<file path="config.mk">
export PLATFORM = sky130hd
export DESIGN_NAME = ysyx_24090003_mem_arbiter
export DESIGN_NICKNAME = d
export VERILOG_FILES = /design/src/rtl/ysyx_24090003_mem_arbiter.sv
export SDC_FILE = /design/constraint.sdc
export NUM_CORES = 1
export LEC_CHECK = 0
export CORE_MARGIN = 10
export CORE_UTILIZATION = 37
export DETAILED_ROUTE_END_ITERATION = 16
export PLACE_DENSITY_LB_ADDON = 0.05
export RECOVER_POWER = 100
export SLEW_MARGIN = 10
export SYNTH_ARGS = -nofsm -noshare
export SYNTH_HDL_FRONTEND = slang
export SYNTH_SLANG_ARGS = --single-unit
export TNS_END_PERCENT = 100
</file>
<file path="constraint.sdc">
create_clock -name i_clk -period 3.1 [get_ports i_clk]
set_input_delay 0.31 -clock i_clk [delete_from_list [all_inputs] [get_ports i_clk]]
set_output_delay 0.31 -clock i_clk [all_outputs]
set_load 0.02 [all_outputs]
</file>
<file path="src/rtl/ysyx_24090003_mem_arbiter.sv">
// Two-master (IFU/LSU) arbiter onto a single-outstanding memory port.
// Winner's request fields are latched at accept; stuck transactions end with an error response.
//
// state | meaning
// IDLE  | no transaction owned; arbitrate and accept one request
// REQ   | latched request presented downstream, waiting for i_mem_req_ready
// RESP  | downstream accepted, waiting for i_mem_resp_valid
module ysyx_24090003_mem_arbiter #(
  parameter bit          PRIO_LSU    = 1'b1,
  parameter int unsigned TIMEOUT_CYC = 255
) (
  input  logic        i_clk,
  input  logic        i_rst_n,

  input  logic        i_if_req_valid,
  input  logic [31:0] i_if_addr,
  output logic        o_if_req_ready,
  output logic        o_if_resp_valid,
  output logic [31:0] o_if_rdata,
  output logic        o_if_resp_err,

  input  logic        i_ls_req_valid,
  input  logic [31:0] i_ls_addr,
  input  logic        i_ls_wen,
  input  logic [31:0] i_ls_wdata,
  input  logic [3:0]  i_ls_wmask,
  output logic        o_ls_req_ready,
  output logic        o_ls_resp_valid,
  output logic [31:0] o_ls_rdata,
  output logic        o_ls_resp_err,

  output logic        o_mem_req_valid,
  input  logic        i_mem_req_ready,
  output logic [31:0] o_mem_addr,
  output logic        o_mem_wen,
  output logic [31:0] o_mem_wdata,
  output logic [3:0]  o_mem_wmask,
  input  logic        i_mem_resp_valid,
  input  logic [31:0] i_mem_rdata,
  input  logic        i_mem_resp_err,

  output logic        o_busy,
  output logic        o_grant_id
);

  localparam int unsigned   CW       = (TIMEOUT_CYC < 2) ? 1 : $clog2(TIMEOUT_CYC + 1);
  localparam logic [CW-1:0] CNT_MAX  = CW'(TIMEOUT_CYC);
  localparam logic [CW-1:0] CNT_LAST = (TIMEOUT_CYC == 0) ? '0 : CW'(TIMEOUT_CYC - 1);

  typedef enum logic [1:0] {
    S_IDLE = 2'd0,
    S_REQ  = 2'd1,
    S_RESP = 2'd2
  } state_t;

  state_t        r_state;
  logic          r_owner;
  logic          r_last_ls;
  logic [31:0]   r_addr;
  logic          r_wen;
  logic [31:0]   r_wdata;
  logic [3:0]    r_wmask;
  logic [CW-1:0] r_cnt;

  logic w_tie;
  logic w_grant_ls;
  logic w_accept;
  logic w_resp_hs;
  logic w_timeout;
  logic w_fire;

  // Round-robin on a tie hands the grant to whoever did not win last time.
  assign w_tie      = i_if_req_valid & i_ls_req_valid;
  assign w_grant_ls = w_tie ? (PRIO_LSU | ~r_last_ls) : i_ls_req_valid;
  assign w_accept   = i_rst_n & (r_state == S_IDLE) & (i_if_req_valid | i_ls_req_valid);

  assign w_resp_hs  = (r_state == S_RESP) & i_mem_resp_valid;
  assign w_timeout  = (TIMEOUT_CYC != 0) & (r_state != S_IDLE) & (r_cnt == CNT_LAST) & ~w_resp_hs;
  // Responses are suppressed while reset is held so an aborted transaction never completes.
  assign w_fire     = i_rst_n & (w_resp_hs | w_timeout);

  assign o_if_req_ready  = w_accept & ~w_grant_ls;
  assign o_ls_req_ready  = w_accept & w_grant_ls;

  assign o_if_resp_valid = w_fire & ~r_owner;
  assign o_ls_resp_valid = w_fire & r_owner;
  assign o_if_rdata      = (w_fire & ~r_owner & w_resp_hs) ? i_mem_rdata : '0;
  assign o_ls_rdata      = (w_fire & r_owner & w_resp_hs) ? i_mem_rdata : '0;
  assign o_if_resp_err   = w_fire & ~r_owner & (w_timeout | i_mem_resp_err);
  assign o_ls_resp_err   = w_fire & r_owner & (w_timeout | i_mem_resp_err);

  assign o_mem_req_valid = (r_state == S_REQ);
  assign o_mem_addr      = r_addr;
  assign o_mem_wen       = r_wen;
  assign o_mem_wdata     = r_wdata;
  assign o_mem_wmask     = r_wmask;
  assign o_busy          = (r_state != S_IDLE);
  assign o_grant_id      = r_owner;

  always_ff @(posedge i_clk) begin
    if (!i_rst_n) begin
      r_state   <= S_IDLE;
      r_owner   <= 1'b0;
      r_last_ls <= 1'b1;
      r_addr    <= '0;
      r_wen     <= 1'b0;
      r_wdata   <= '0;
      r_wmask   <= '0;
      r_cnt     <= '0;
    end else begin
      case (r_state)
        S_IDLE: begin
          if (w_accept) begin
            r_state   <= S_REQ;
            r_owner   <= w_grant_ls;
            r_last_ls <= w_grant_ls;
            r_addr    <= w_grant_ls ? i_ls_addr : i_if_addr;
            r_wen     <= w_grant_ls & i_ls_wen;
            r_wdata   <= w_grant_ls ? i_ls_wdata : '0;
            r_wmask   <= w_grant_ls ? i_ls_wmask : '0;
            r_cnt     <= '0;
          end
        end
        S_REQ: begin
          if (w_timeout) begin
            r_state <= S_IDLE;
          end else if (i_mem_req_ready) begin
            r_state <= S_RESP;
          end
          if (r_cnt != CNT_MAX) begin
            r_cnt <= r_cnt + CW'(1);
          end
        end
        S_RESP: begin
          if (w_fire) begin
            r_state <= S_IDLE;
          end
          if (r_cnt != CNT_MAX) begin
            r_cnt <= r_cnt + CW'(1);
          end
        end
        default: r_state <= S_IDLE;
      endcase
    end
  end

endmodule

</file>
==> results of run 1 <==
## registers in the layout (all words and copies together) (netlist names)
signal       count
o_mem_wmask      4
o_mem_wen        1
o_grant_id       1
o_mem_addr      32
r_cnt            8
o_mem_wdata     32
r_state          2
## power by group through the flow
| stage | Combinational [mW] | Clock [mW] | Sequential, mW |
|---|---|---|---|
| after CTS | 1.69 | 0.873 | 1.30 |
| after global routing | 1.74 | 0.909 | 1.31 |
| after detailed placement | 1.69 | 0 | 1.32 |
| after floorplan | 0.737 | 0 | 1.51 |
| final | 1.59 | 0.853 | 1.29 |
| after global placement | 1.66 | 0 | 1.31 |
## metrics by stage
stage                     worst slack, ps  power (mW)
after floorplan                      1200        2.25
after global placement                614        2.97
after detailed placement              576        3.01
after CTS                             227        3.87
after global routing                 54.0        3.96
final                                 213        3.74
## worst max-delay path: cells and delay by family, from the launching register on
family / cells / cell delay, ps
simple gates: 3 / 470
fa+ha+maj: 1 / 240
buf+inv: 3 / 1180
flops: 1 / 330
## layout by cell type, fill, tap and decap left out, drive strengths merged, types with 7 or more instances in the layout
master and count:
a22oi 42, clkdlybuf4s50 193, clkbuf 17, nand3 7
o21ai 8, mux2i 32, dlygate4sd3 87, and2 64
inv 7, nand2 13, a21oi 12, a211oi 28
dfxtp 80, nor2 71
## path summary, 6_finish.rpt
check | start | endpoint | slack, ps
worst max-delay path | r_state[0]$_SDFFE_PN0P_ | o_ls_rdata[25] | 210
worst min-delay path | o_mem_addr[21]$_SDFFE_PN0P_ | o_mem_addr[21]$_SDFFE_PN0P_ | 450
worst max register to register | r_state[1]$_SDFFE_PN0P_ | o_mem_addr[22]$_SDFFE_PN0P_ | 920
worst min register to register | o_mem_addr[21]$_SDFFE_PN0P_ | o_mem_addr[21]$_SDFFE_PN0P_ | 450
## layer usage
metal  global-route usage  up-vias  wire, um
met5                    0        -         0
met1                0.207     1898      5600
li1                     -     2097         -
met2                0.360      190      8270
met4               0.0678        0       293
met3               0.0800       16      1690
## final cells by class
class                      instances  area, um^2
clock inverter                     3        65.1
inverter                           7        26.3
multi-input combinational        317        2050
timing repair buffer             291        2870
clock buffer                      12         155
tap                              136         170
sequential                        80        1600
fill                             865        3300
## kinds of logic (layout without fill, tap and decap cells)
logic type,Yosys count,after routing,share of synthesized area
DFF,80,80,0.417
buffers and inverters,43,313,0.0496
adders and majority gates,6,6,0.0196
AOI/OAI and AO/OA,100,100,0.185
and+or+nand+nor,178,178,0.241
muxes,33,33,0.0874
==> impl_metrics.env, run 1 <==
export IMPL_status="finished, violations left"
export IMPL_violations="max-capacitance violations"
export IMPL_pwr_share_clk=0.228
export IMPL_post_cts_buffers=0
export IMPL_root_buffer="clkbuf_8"
export IMPL_yosysUniqueCellTypes=40
export IMPL_grt_first_pass_wirelength_um=23400
export IMPL_die_w_um=122
export IMPL_fin_area_um2=6930
export IMPL_dieHeight_um=122
export IMPL_cts_buffers_inserted=9
export IMPL_worstPathCellList="inv_1, ha_1, nand2_1, nor2_1, clkbuf_2, and2_1, dlygate4sd3_1"
export IMPL_nets=852
export IMPL_internal_power_mw=2.38
export IMPL_n_antenna_cell=0
export IMPL_yosysMostFrequentCell="dfxtp_1"
export IMPL_die_area_um2=14800
export IMPL_area_growth_pct=80.8
export IMPL_hpwl_um=12800
export IMPL_ant_nets=0
export IMPL_mappedNetlistArea_um2=3840
export IMPL_rsz0062_at_grt="false"
export IMPL_initial_utilization=0.375
export IMPL_synth_area_leaders="dfxtp_1, and2_1, mux2i_1"
export IMPL_hold_depth=2
export IMPL_htree_levels=3
export IMPL_wl_per_cell_um=18.7
export IMPL_power_density_nw_per_um2=539
export IMPL_first_global_vias=4094
export IMPL_drt_iter0_drc=173
export IMPL_synth_top_area_frac=0.417
export IMPL_cpMaxStageDelayCell="dlygate4sd3_1"
export IMPL_power_switching_mw=1.36
export IMPL_critPathMaxFanout=32
export IMPL_seq_area_frac_synth=0.417
export IMPL_clk_pin_slew_ps=80
export IMPL_ys_ff_latch=80
export IMPL_ios=282
export IMPL_fmax_mhz=346
export IMPL_routed_wl_um=15800
export IMPL_swShare=0.363
export IMPL_power_leakage_nw=2.87
export IMPL_syn_inst=440
export IMPL_hold_buffers=0
export IMPL_hold_ws_ps=454
export IMPL_clock_sinks=80
export IMPL_setup_viol=0
export IMPL_maxCapViolCount=1
export IMPL_cts_resized=0
export IMPL_critPathMaxStageDelay_ps=670
export IMPL_seq_power_share=0.346
export IMPL_yosys_warnings=0
export IMPL_async_flop_share=0
export IMPL_vias=4201
export IMPL_peakVddDrop_uv=331
export IMPL_synth_nets=586
export IMPL_fin_setup_tns_ps=0
export IMPL_hold_viol=0
export IMPL_cts_buffer_depth=2
export IMPL_grt_overflow_total=0
export IMPL_dp_cells=831
export IMPL_cts_tree="yes"
export IMPL_num_rows=37
export IMPL_first_pass_iters=5
export IMPL_maxSlewViolCount=0
export IMPL_placed_area_um2=6730
export IMPL_ys_flop_type="dfxtp_1"
export IMPL_final_layout_size_suffix_gt1_frac=0.0451
export IMPL_avgSynthCellArea_um2=8.72
export IMPL_grtUsageTotal=0.200
export IMPL_hp_class="flip-flop to flip-flop"
export IMPL_cp_start_kind="flip-flop"
export IMPL_ff2ff_path_depth=6
export IMPL_drc=0
export IMPL_antenna_found_initial=0
export IMPL_tightest_slew_ps=1500
export IMPL_viasPerCell=4.97
export IMPL_synth_edf_count=0
export IMPL_fp_coreArea_um2=10200
export IMPL_synth_common_cells="dfxtp_1, nor2_1, and2_1"
export IMPL_critPathKind="flip-flop to primary output"
export IMPL_post_route_util=0.678
export IMPL_p_comb_frac=0.426
export IMPL_finalCriticalPeriod_ps=2890
export IMPL_max_slew_margin=0.000941
export IMPL_cp_required_ps=2790
export IMPL_io_buffers=281
export IMPL_arrival_ps=2580
export IMPL_synth_top_area_cell="dfxtp_1"
export IMPL_clk_latency_ps=350
export IMPL_grt_max_degree=75
export IMPL_crit_path_end_kind="primary output"
export IMPL_post_route_period_util=0.931
export IMPL_finalNonFillerCells=846
export IMPL_finClkSkew_ps=9.67
export IMPL_gp_congestion=0.841
(Power assumes the default switching activity.)
==> run 2: changes to the inputs <==
--- a/config.mk
+++ b/config.mk
@@ -8,7 +8,8 @@
 export CORE_MARGIN = 10
 export CORE_UTILIZATION = 37
 export DETAILED_ROUTE_END_ITERATION = 16
-export PLACE_DENSITY_LB_ADDON = 0.05
+export GPL_TIMING_DRIVEN = 0
+export PLACE_DENSITY = 0.95
 export RECOVER_POWER = 100
 export SLEW_MARGIN = 10
 export SYNTH_ARGS = -nofsm -noshare
==> run 2 against run 1 <==
The run now ends clean. Clock skew is 1.3 ps higher. Clock-buffer cell count shrank 3. First-iteration DRC count is 14% higher. Critical path depth decreased by 1. Final area up 1.4%. Largest cell class unchanged. Largest power group unchanged. Highest routed layer unchanged.
==> impl_metrics.env, run 2 (same netlist as run 1, synthesis figures left out) <==
export IMPL_power_leakage_nw=2.93
export IMPL_power_density_nw_per_um2=549
export IMPL_htree_levels=3
export IMPL_maxSlewViolCount=0
export IMPL_cts_buffer_depth=2
export IMPL_hp_class="input port to flip-flop"
export IMPL_dieHeight_um=122
export IMPL_fp_coreArea_um2=10200
export IMPL_routed_wl_um=17100
export IMPL_reg2reg_from="r_state[0]$_SDFFE_PN0P_"
export IMPL_maxCapViolCount=0
export IMPL_worst_path_dominant_cell_family="buffers and inverters"
export IMPL_num_rows=37
export IMPL_placed_area_um2=6800
export IMPL_finalCriticalPeriod_ps=2960
export IMPL_cts_buffers_inserted=9
export IMPL_clk_pin_slew_ps=90
export IMPL_ff2ff_path_depth=7
export IMPL_root_buffer="clkbuf_8"
export IMPL_fin_area_um2=7030
export IMPL_vias=4475
export IMPL_drt_iter0_drc=198
export IMPL_post_cts_buffers=0
export IMPL_finalNonFillerCells=871
export IMPL_grt_first_pass_wirelength_um=25200
export IMPL_arrival_ps=2650
export IMPL_r2r_end="o_mem_addr[18]$_SDFFE_PN0P_"
export IMPL_critPathBufInv=2
export IMPL_wl_per_cell_um=19.6
export IMPL_hpwl_um=14400
export IMPL_cp_required_ps=2790
export IMPL_initial_utilization=0.375
export IMPL_layout_common_cells="clkdlybuf4s50_1, dlygate4sd3_1, dfxtp_1, nor2_1, and2_1"
export IMPL_crit_end="o_ls_resp_valid"
export IMPL_max_slew_margin=0.556
export IMPL_gp_congestion=0.910
export IMPL_r2r_setup_slack_ps=870
export IMPL_die_area_um2=14800
export IMPL_hold_buffers=0
export IMPL_status="finished clean"
export IMPL_dp_cells=855
export IMPL_final_layout_size_suffix_gt1_frac=0.0449
export IMPL_peakVddDrop_uv=399
export IMPL_hold_viol=0
export IMPL_critPathMaxFanout=7
export IMPL_first_global_vias=4557
export IMPL_path_depth=6
export IMPL_finClkSkew_ps=11.0
export IMPL_cts_tree="yes"
export IMPL_worstPathCellList="inv_1, ha_1, nand4b_1, or2_2, a21oi_1, dlygate4sd3_1"
export IMPL_clk_latency_ps=350
export IMPL_ant_nets=0
export IMPL_drc=0
export IMPL_io_buffers=279
export IMPL_tightest_slew_ps=659
export IMPL_first_pass_iters=4
export IMPL_power_mw=3.86
export IMPL_critPathMaxStageDelay_ps=720
export IMPL_hold_ws_ps=274
export IMPL_cts_resized=0
export IMPL_viasPerCell=5.14
export IMPL_cp_start_kind="flip-flop"
export IMPL_die_w_um=122
export IMPL_n_antenna_cell=0
export IMPL_fin_setup_tns_ps=0
export IMPL_setup_viol=0
export IMPL_layout_commonest_cell="clkdlybuf4s50_1"
export IMPL_crit_path_end_kind="primary output"
export IMPL_clock_sinks=80
export IMPL_rsz0062_at_grt="false"
export IMPL_nets=876
export IMPL_grtUsageTotal=0.215
export IMPL_fmax_mhz=337
export IMPL_grt_max_degree=16
export IMPL_critPathLaunch="r_state[0]$_SDFFE_PN0P_"
export IMPL_cpMaxStageDelayCell="dlygate4sd3_1"
export IMPL_area_growth_pct=83.2
export IMPL_ios=282
export IMPL_post_route_period_util=0.956
export IMPL_antenna_found_initial=0
export IMPL_grt_overflow_total=0
export IMPL_critPathKind="flip-flop to primary output"
-- run 2: where the power goes --
part,switching [mW],internal (mW),total (mW)
sequential,0.0950,1.21,1.30
clock,0.413,0.462,0.875
combinational,0.968,0.714,1.68
-- run 2: how the worst min path moves through the flow --
stage	startpoint	to	slack (ps)	depth (start not counted)
CTS	i_rst_n	r_state[0]$_SDFFE_PN0P_	260	3
detailed placement	o_mem_addr[27]$_SDFFE_PN0P_	o_mem_addr[27]$_SDFFE_PN0P_	450	2
finish	i_rst_n	r_state[0]$_SDFFE_PN0P_	270	3
floorplan	r_state[0]$_SDFFE_PN0P_	r_state[0]$_SDFFE_PN0P_	460	2
global route	i_rst_n	r_state[1]$_SDFFE_PN0P_	290	2
global placement	o_mem_addr[27]$_SDFFE_PN0P_	o_mem_addr[27]$_SDFFE_PN0P_	440	2
-- run 2: layout make-up --
class,instances,area (um^2)
Multi-Input combinational cell,317,2050
Timing Repair Buffer,279,2790
Tap cell,136,170
Clock buffer,9,124
Fill cell,797,3200
Clock inverter,7,101
Sequential cell,80,1600
Buffer,36,163
Inverter,7,26.3
-- run 2: metal layers --
layer / vias up / track usage / share of wire
met4: 0 / 0.0812 / 0.028
met5: - / 0 / 0
met2: 209 / 0.406 / 0.53
met1: 2108 / 0.210 / 0.35
li1: 2130 / - / -
met3: 28 / 0.0735 / 0.093
-- run 2: stage by stage --
| stage | setup slack, ps | util |
|---|---|---|
| floorplan | 1200 | - |
| global placement | 327 | 0.665 |
| detailed placement | 298 | 0.665 |
| CTS | 78.0 | 0.687 |
| global route | 5.83 | 0.687 |
| finish | 136 | 0.687 |
-- run 2: tightest hold or removal path, stage by stage --
cell	delay, ps
buf_4	150
nand2_1	70
mux2i_1	60
